==> config.mk <==
export PLATFORM = sky130hd
export DESIGN_NAME = sr_bank_sequencer
export DESIGN_NICKNAME = d
export VERILOG_FILES = /design/src/rtl/sr_seq_pkg.sv /design/src/rtl/sr_seq_timer.sv /design/src/rtl/sr_bank_sequencer.sv
export SDC_FILE = /design/constraint.sdc
export NUM_CORES = 1
export LEC_CHECK = 0
export BUFFER_PORTS_ARGS = -buffer_cell sky130_fd_sc_hd__buf_4
export CORE_MARGIN = 1
export CORE_UTILIZATION = 23
export DETAILED_ROUTE_END_ITERATION = 10
export PLACE_DENSITY = 0.38
export SYNTH_ARGS = -nofsm -noshare
export SYNTH_HDL_FRONTEND = slang
export SYNTH_SLANG_ARGS = --single-unit
==> constraint.sdc <==
create_clock -name clk -period 1.9 [get_ports clk]
set_clock_uncertainty 0.05 [all_clocks]
set_input_delay 0.38 -clock clk [delete_from_list [all_inputs] [get_ports clk]]
set_output_delay 0.38 -clock clk [all_outputs]
set_load 0.05 [all_outputs]
==> src/rtl/sr_seq_pkg.sv <==
// Shared types and helpers for the SR bank sequencer: FSM states and the
// per-cell S/R drive encoding.
package sr_seq_pkg;

  typedef enum logic [2:0] {
    IDLE   = 3'd0,
    DRIVE  = 3'd1,
    SETTLE = 3'd2,
    CHECK  = 3'd3,
    DONE   = 3'd4
  } state_t;

  // {s, r} drive encodings; SET and RESET are never combined.
  localparam logic [1:0] SR_HOLD  = 2'b00;
  localparam logic [1:0] SR_SET   = 2'b10;
  localparam logic [1:0] SR_RESET = 2'b01;

  function automatic logic [1:0] sr_encode(input logic diff, input logic target);
    if (!diff) return SR_HOLD;
    return target ? SR_SET : SR_RESET;
  endfunction

endpackage

==> src/rtl/sr_seq_timer.sv <==
// Loadable down-counter with zero flag; times both the drive pulse and the
// settle gap of the sequencer.
module sr_seq_timer
  import sr_seq_pkg::*;
#(
  parameter int W = 2
) (
  input  logic         clk,
  input  logic         rst,
  input  logic         load,
  input  logic [W-1:0] load_val,
  output logic         zero
);

  logic [W-1:0] count;

  // NOTE: sequential state is always written with non-blocking assignments.
  always_ff @(posedge clk or posedge rst) begin
    if (rst)                count <= '0;
    else if (load)          count <= load_val;
    else if (count != '0)   count <= count - W'(1);
  end

  assign zero = (count == '0);

endmodule

==> src/rtl/sr_bank_sequencer.sv <==
// Drives a bank of SR cells toward a requested value, verifies the result on
// the Q feedback and re-drives failing bits up to MAX_RETRY times.
module sr_bank_sequencer
  import sr_seq_pkg::*;
#(
  parameter int N             = 4,
  parameter int PULSE_CYCLES  = 2,
  parameter int SETTLE_CYCLES = 1,
  parameter int MAX_RETRY     = 2,
  parameter int RW            = 2
) (
  input  logic          clk,
  input  logic          rst,
  input  logic          req_valid,
  output logic          req_ready,
  input  logic [N-1:0]  req_target,
  input  logic [N-1:0]  req_mask,
  input  logic [N-1:0]  q_fb,
  output logic [N-1:0]  s_out,
  output logic [N-1:0]  r_out,
  output logic          busy,
  output logic          done,
  output logic          err,
  output logic [RW-1:0] retries
);

  localparam int TMAX = (PULSE_CYCLES > SETTLE_CYCLES) ? PULSE_CYCLES : SETTLE_CYCLES;
  localparam int TW   = (TMAX > 1) ? $clog2(TMAX) : 1;
  localparam logic [TW-1:0] PULSE_LOAD  = TW'(PULSE_CYCLES - 1);
  localparam logic [TW-1:0] SETTLE_LOAD = (SETTLE_CYCLES > 0) ? TW'(SETTLE_CYCLES - 1) : '0;
  localparam logic [RW-1:0] RETRY_LIM   = RW'(MAX_RETRY);

  state_t        state, state_nxt;
  logic [N-1:0]  tgt, tgt_nxt;
  logic [N-1:0]  msk, msk_nxt;
  logic [N-1:0]  s_nxt, r_nxt;
  logic          err_nxt;
  logic [RW-1:0] retries_nxt;

  logic [N-1:0]  burst_diff, burst_tgt, burst_s, burst_r;
  logic          tmr_load, tmr_zero;
  logic [TW-1:0] tmr_val;

  sr_seq_timer #(.W(TW)) u_timer (
    .clk      (clk),
    .rst      (rst),
    .load     (tmr_load),
    .load_val (tmr_val),
    .zero     (tmr_zero)
  );

  // Bits still wrong: from the live request at accept, from latched state in CHECK.
  always_comb begin
    if (state == IDLE) begin
      burst_diff = req_mask & (req_target ^ q_fb);
      burst_tgt  = req_target;
    end else begin
      burst_diff = msk & (tgt ^ q_fb);
      burst_tgt  = tgt;
    end
    for (int i = 0; i < N; i++) begin
      {burst_s[i], burst_r[i]} = sr_encode(burst_diff[i], burst_tgt[i]);
    end
  end

  // NOTE: every signal written here gets a default first so no latch is inferred.
  always_comb begin
    state_nxt   = state;
    tgt_nxt     = tgt;
    msk_nxt     = msk;
    s_nxt       = s_out;
    r_nxt       = r_out;
    err_nxt     = err;
    retries_nxt = retries;
    tmr_load    = 1'b0;
    tmr_val     = '0;
    case (state)
      IDLE: begin
        if (req_valid) begin
          tgt_nxt     = req_target;
          msk_nxt     = req_mask;
          err_nxt     = 1'b0;
          retries_nxt = '0;
          if (burst_diff == '0) begin
            state_nxt = DONE;
          end else begin
            state_nxt = DRIVE;
            s_nxt     = burst_s;
            r_nxt     = burst_r;
            tmr_load  = 1'b1;
            tmr_val   = PULSE_LOAD;
          end
        end
      end
      DRIVE: begin
        if (tmr_zero) begin
          s_nxt = '0;
          r_nxt = '0;
          if (SETTLE_CYCLES > 0) begin
            state_nxt = SETTLE;
            tmr_load  = 1'b1;
            tmr_val   = SETTLE_LOAD;
          end else begin
            state_nxt = CHECK;
          end
        end
      end
      SETTLE: begin
        if (tmr_zero) state_nxt = CHECK;
      end
      CHECK: begin
        if (burst_diff == '0) begin
          state_nxt = DONE;
        end else if (retries < RETRY_LIM) begin
          retries_nxt = retries + RW'(1);
          state_nxt   = DRIVE;
          s_nxt       = burst_s;
          r_nxt       = burst_r;
          tmr_load    = 1'b1;
          tmr_val     = PULSE_LOAD;
        end else begin
          err_nxt   = 1'b1;
          state_nxt = DONE;
        end
      end
      DONE:    state_nxt = IDLE;
      default: state_nxt = IDLE;
    endcase
  end

  always_ff @(posedge clk or posedge rst) begin
    if (rst) begin
      state   <= IDLE;
      tgt     <= '0;
      msk     <= '0;
      s_out   <= '0;
      r_out   <= '0;
      err     <= 1'b0;
      retries <= '0;
    end else begin
      state   <= state_nxt;
      tgt     <= tgt_nxt;
      msk     <= msk_nxt;
      s_out   <= s_nxt;
      r_out   <= r_nxt;
      err     <= err_nxt;
      retries <= retries_nxt;
    end
  end

  assign req_ready = (state == IDLE);
  assign busy      = (state != IDLE);
  assign done      = (state == DONE);

endmodule

==> flow_summary.json, run 1 <==
{
  "cp_max_fo": 5,
  "critPathMaxStageDelay_ns": 0.45,
  "critPathMostFrequentCell": "buf_6",
  "dp_slack_ns": -0.139,
  "synth_area_um2": 1270,
  "cts_inserted_buffers": 3,
  "p_sw_mw": 1.62,
  "cts.reportedPaths.clkPinSlew_ns": 0.09,
  "area_growth_pct": 37.3,
  "cts_tree": "built",
  "cts.sinks": 23,
  "grt_max_degree": 24,
  "final_common_cell": "buf_4",
  "power.density_nw_per_um2": 1990,
  "clkPwrFrac_pct": 9.2,
  "routed_wl_mm": 3.38,
  "leakagePower_nw": 0.827,
  "slew_headroom_pct": 71.0,
  "postSynthCellCount": 113,
  "maxCapViolCount": 0,
  "hold_viol": 0,
  "gp_congestion": 0.717,
  "p_int_mw": 1.86,
  "ys_async_sr_fraction_pct": 100,
  "combPwrFrac_pct": 64.7,
  "syn_avg_cell_area_um2": 11.2,
  "critical_path.cell_chain": "or3_4, buf_6, buf_6",
  "dieWidth_um": 76.3,
  "antenna_cells": 0,
  "viasPerCell": 4.65,
  "yosysUniqueCellTypes": 30,
  "via_count": 1064,
  "setup_tns_ns": 0,
  "max_freq_ghz": 0.545,
  "cts_buffer_depth": 2,
  "worst_pin_slew_ns": 0.435,
  "antenna_found_initial": 0,
  "root_buffer": "clkbuf_8",
  "ys.flop_type": "dfrtp_1",
  "clk_latency_ns": 0.27,
  "switching_share_pct": 46.5,
  "setup_violations": 0,
  "crit_slowest_cell": "or3_4",
  "holdWs_ns": 0.0986,
  "ant_nets": 0,
  "ioPinCount": 29,
  "grt_pass1_vias": 1067,
  "layout.nets": 175,
  "synth_warnings": 0,
  "die_area_um2": 5830,
  "grt_util_all_layers_pct": 12.0,
  "start_util_pct": 24.4,
  "path_class": "flop to output pin",
  "drive_gt1_share_pct": 44.7,
  "worstPathArrival_ns": 1.41,
  "vdd_drop_max_v": 0.000606,
  "layout_common_cells": "41 x buf_4, 23 x dfrtp_1, 11 x a21oi_1, 10 x nand3b_1",
  "place.detailed.hpwl_mm": 2.50,
  "rsz0062_at_grt": "false",
  "seqPwrFrac_pct": 26.1,
  "drtIter0Drc": 26,
  "start_kind": "flop",
  "status": "completed",
  "required_ns": 1.47,
  "overflow": 0,
  "min_period_ns": 1.84,
  "htree_levels": 1,
  "ys_seq_area_share_pct": 45.3,
  "finalCritPeriodShare_pct": 96.6,
  "crit_path_end_kind": "output pin",
  "synth-seq-cells": 23,
  "fp.coreArea_um2": 5200,
  "hp-class": "primary input to asynchronous set/reset pin",
  "wl_per_cell_um": 14.7,
  "cts_hold_buf": 0,
  "setup_ws_ns": 0.0641,
  "io_buffer_count": 28,
  "synth_edf_count": 0,
  "first_pass_iters": 4,
  "rows": 26,
  "die_y_um": 76.3,
  "synth_nets": 128,
  "maxSlewViolCount": 0,
  "drc": 0,
  "grt_pass1_wl_mm": 5.44
}
-- layout make-up --
type	count	area, um2
Fill cell	541	3460
Multi-Input combinational cell	83	659
Sequential cell	23	576
Timing Repair Buffer	45	357
Tap cell	70	87.6
Clock buffer	3	41.3
Inverter	4	20.0
Clock inverter	1	5.00
-- sequential cells by signal, summed over array words and instances, names as in the netlist --
signal and cells:
msk 4, r_out 4, s_out 4, tgt 4, state 3, retries 2, err 1, u_timer.count 1
-- cells by family (layout without fill, tap and decap cells) --
family	after synthesis	in the layout	synth area share (%)
mux	9	9	10.3
xor+xnor	8	8	5.51
buf+inv	7	53	4.23
compound gates	33	33	19.7
flops	23	23	45.3
simple gates	33	33	15.0
-- repair_timing --
action / in CTS / in global routing
pin swaps: 1 / 1
setup endpoints to repair: 2 / 11
buffers inserted: 2 / 1
gates resized for setup: 3 / 6
-- cell usage after synthesis, types with 2 or more instances --
cell type | instances | area share, %
a21oi_1 | 11 | 4.3
a22o_1 | 2 | 1.4
a22o_2 | 4 | 3.1
a22oi_1 | 2 | 1.2
a32o_1 | 4 | 3.1
buf_6 | 3 | 2.7
dfrtp_1 | 23 | 45
inv_1 | 3 | 0.89
mux2_4 | 8 | 9.4
nand2_1 | 8 | 2.4
nand3_1 | 8 | 3.1
nand3b_1 | 10 | 5.9
o21a_1 | 2 | 1.2
o21ai_0 | 2 | 0.79
xor2_1 | 8 | 5.5
-- stage by stage --
| stage | power [mW] | std cells | utilization [%] | cell area [um2] |
|---|---|---|---|---|
| 2_1_floorplan | 2.35 | 113 | - | 1270 |
| 3_3_place_gp | 2.99 | 222 | 31.5 | 1640 |
| 3_5_place_dp | 3.00 | 222 | 31.5 | 1640 |
| 4_1_cts | 3.42 | 228 | 32.9 | 1710 |
| 5_1_grt | 3.72 | 229 | 33.5 | 1750 |
| 6_report | 3.48 | 229 | 33.5 | 1750 |
-- per-layer routing --
layer	wire length [um]	share of wire [%]	global-route usage [%]
met1	1550	46	15.9
met2	1630	48	19.4
met3	146	4.3	2.75
met4	45	1.3	3.27
met5	0	0	0
-- final timing paths --
check                                          start                     end  slack (ns)  cells after the start
worst min register to register  r_out[0]$_DFFE_PP0P_    r_out[0]$_DFFE_PP0P_        0.45                      1
worst max register to register    tgt[3]$_DFFE_PP0P_    s_out[0]$_DFFE_PP0P_        0.11                      6
worst min-delay path                             rst  retries[1]$_DFFE_PP0P_         0.1                      3
min in group clk                         req_mask[3]      msk[3]$_DFFE_PP0P_        0.32                      2
max in group asynchronous                        rst      msk[0]$_DFFE_PP0P_        1.46                      3
worst max-delay path            state[2]$_DFFE_PP0P_                    busy        0.06                      3
-- power by group through the flow --
stage / registers, mW / clock network [mW] / logic (mW)
3_3_place_gp: 0.913 / 0 / 2.08
6_report: 0.908 / 0.321 / 2.25
4_1_cts: 0.908 / 0.336 / 2.17
5_1_grt: 0.946 / 0.356 / 2.42
2_1_floorplan: 1.26 / 0 / 1.09
3_5_place_dp: 0.916 / 0 / 2.08
-- worst max-delay path, delay by kind of cell (launching register included) --
kind / cells / cell delay (ns)
and+or+nand+nor: 1 / 0.45
DFF: 1 / 0.39
buffers and inverters: 2 / 0.30
No activity file was read; power rests on OpenSTA's default activity.
==> run 2: changes to the inputs <==
- CELL_PAD_IN_SITES_DETAIL_PLACEMENT: not set -> 0
- CELL_PAD_IN_SITES_GLOBAL_PLACEMENT: not set -> 1
- PLACE_DENSITY: 0.38 -> 0.46
==> flow_summary.json, run 2 (synthesized netlist as in run 1, its figures left out) <==
{
  "status": "completed",
  "holdWs_ns": 0.110,
  "htree_levels": 1,
  "nFillCells": 562,
  "drc": 0,
  "cts_inserted_buffers": 3,
  "worst_pin_slew_ns": 0.490,
  "ant_nets": 0,
  "max_freq_ghz": 0.550,
  "grt_util_all_layers_pct": 12.2,
  "leakagePower_nw": 0.787,
  "fp.coreArea_um2": 5200,
  "maxSlewViolCount": 0,
  "final_common_cell": "buf_4",
  "dieWidth_um": 76.3,
  "first_pass_iters": 4,
  "cp.depth": 3,
  "start_kind": "flop",
  "stdcell_count": 223,
  "gp_congestion": 0.732,
  "root_buffer": "clkbuf_8",
  "routed_wl_mm": 3.24,
  "ioPinCount": 29,
  "worstPathArrival_ns": 1.39,
  "rsz0062_at_grt": "false",
  "crit_slowest_cell": "or3_4",
  "io_buffer_count": 28,
  "vdd_drop_max_v": 0.000828,
  "maxCapViolCount": 0,
  "dp.cells": 219,
  "wl_per_cell_um": 14.5,
  "grt_pass1_wl_mm": 5.53,
  "layout_common_cells": "36 x buf_4, 22 x dfrtp_1, 10 x nand3b_1, 10 x a21oi_1",
  "slew_headroom_pct": 67.3,
  "dp_slack_ns": -0.155,
  "cts.reportedPaths.clkPinSlew_ns": 0.08,
  "rr_worst_depth": 5,
  "power.density_nw_per_um2": 1970,
  "path_class": "flop to output pin",
  "required_ns": 1.47,
  "cts_buffer_depth": 2,
  "antenna_cells": 0,
  "cpLargestDelayFamily": "simple AND/OR/NAND/NOR gates",
  "finalCritPeriodShare_pct": 95.7,
  "hp-class": "primary input to asynchronous set/reset pin",
  "drive_gt1_share_pct": 42.5,
  "min_period_ns": 1.82,
  "overflow": 0,
  "r2r_slack_ns": 0.15,
  "grt_max_degree": 24,
  "cts_tree": "built",
  "setup_ws_ns": 0.0811,
  "critical_path.cell_chain": "or3_4, buf_6, buf_6",
  "cts.sinks": 23,
  "rows": 26,
  "cp_max_fo": 9,
  "viasPerCell": 4.65,
  "start_util_pct": 24.4,
  "drtIter0Drc": 51,
  "hold_viol": 0,
  "via_count": 1037,
  "crit_path_end_kind": "output pin",
  "place.detailed.hpwl_mm": 2.39,
  "grt_pass1_vias": 1076,
  "design_power_total_mw": 3.33,
  "antenna_found_initial": 0,
  "area_growth_pct": 33.0,
  "critPathMaxStageDelay_ns": 0.43,
  "die_area_um2": 5830,
  "cp_num_buf_inv": 2,
  "setup_violations": 0,
  "clk_latency_ns": 0.27,
  "critPathMostFrequentCell": "buf_6",
  "cts_hold_buf": 0,
  "layout.nets": 169,
  "die_y_um": 76.3
}
## run 2: stage by stage
step / area, um2 / utilization [%] / TNS, ns
CTS: 1680 / 32.2 / 0
global route: 1690 / 32.5 / 0
detailed placement: 1620 / 31.1 / -1.22
global placement: 1620 / 31.1 / -1.22
finish: 1690 / 32.5 / 0
floorplan: 1270 / - / 0
## run 2: per-layer routing
metal,GRT usage [%],part of all wire [%],wire [um]
met5,0,0,0
met1,16.0,48,1540
met4,3.46,1.1,35
met2,19.7,47,1520
met3,3.23,4.2,137
## run 2: timing repair
item                       4_1_cts  5_1_grt
gates resized for setup          4        4
setup endpoints to repair        2        9
buffers inserted                 1        0
hold endpoints to repair         0        0
## run 2: path summary, 6_finish.rpt
| kind | endpoint | startpoint |
|---|---|---|
| worst max-delay path | busy | state[2]$_DFFE_PP0P_ |
| worst min-delay path | s_out[1]$_DFFE_PP0P_ | rst |
| worst max register to register | r_out[1]$_DFFE_PP0P_ | tgt[3]$_DFFE_PP0P_ |
| worst min register to register | r_out[0]$_DFFE_PP0P_ | r_out[0]$_DFFE_PP0P_ |
| max in group asynchronous | state[1]$_DFFE_PP0P_ | rst |
| min in group clk | tgt[1]$_DFFE_PP0P_ | req_target[1] |
## run 2: power breakdown
group | switching (mW) | internal [mW]
registers | 0.197 | 0.721
logic | 1.21 | 0.892
clock network | 0.158 | 0.150
total | 1.57 | 1.76
## run 2: final cells by class
| class | instances | area, um2 | share of cell area [%] |
|---|---|---|---|
| inverter | 4 | 20.0 | 1.18 |
| clock buffer | 4 | 45.0 | 2.66 |
| timing repair buffer | 39 | 308 | 18.2 |
| sequential | 23 | 577 | 34.1 |
| multi-input combinational | 83 | 653 | 38.6 |
| tap | 70 | 87.6 | 5.18 |
## run 2: worst min-delay path: cells and delay by family
family	cells	cell delay, ns
buffers and inverters	3	0.45
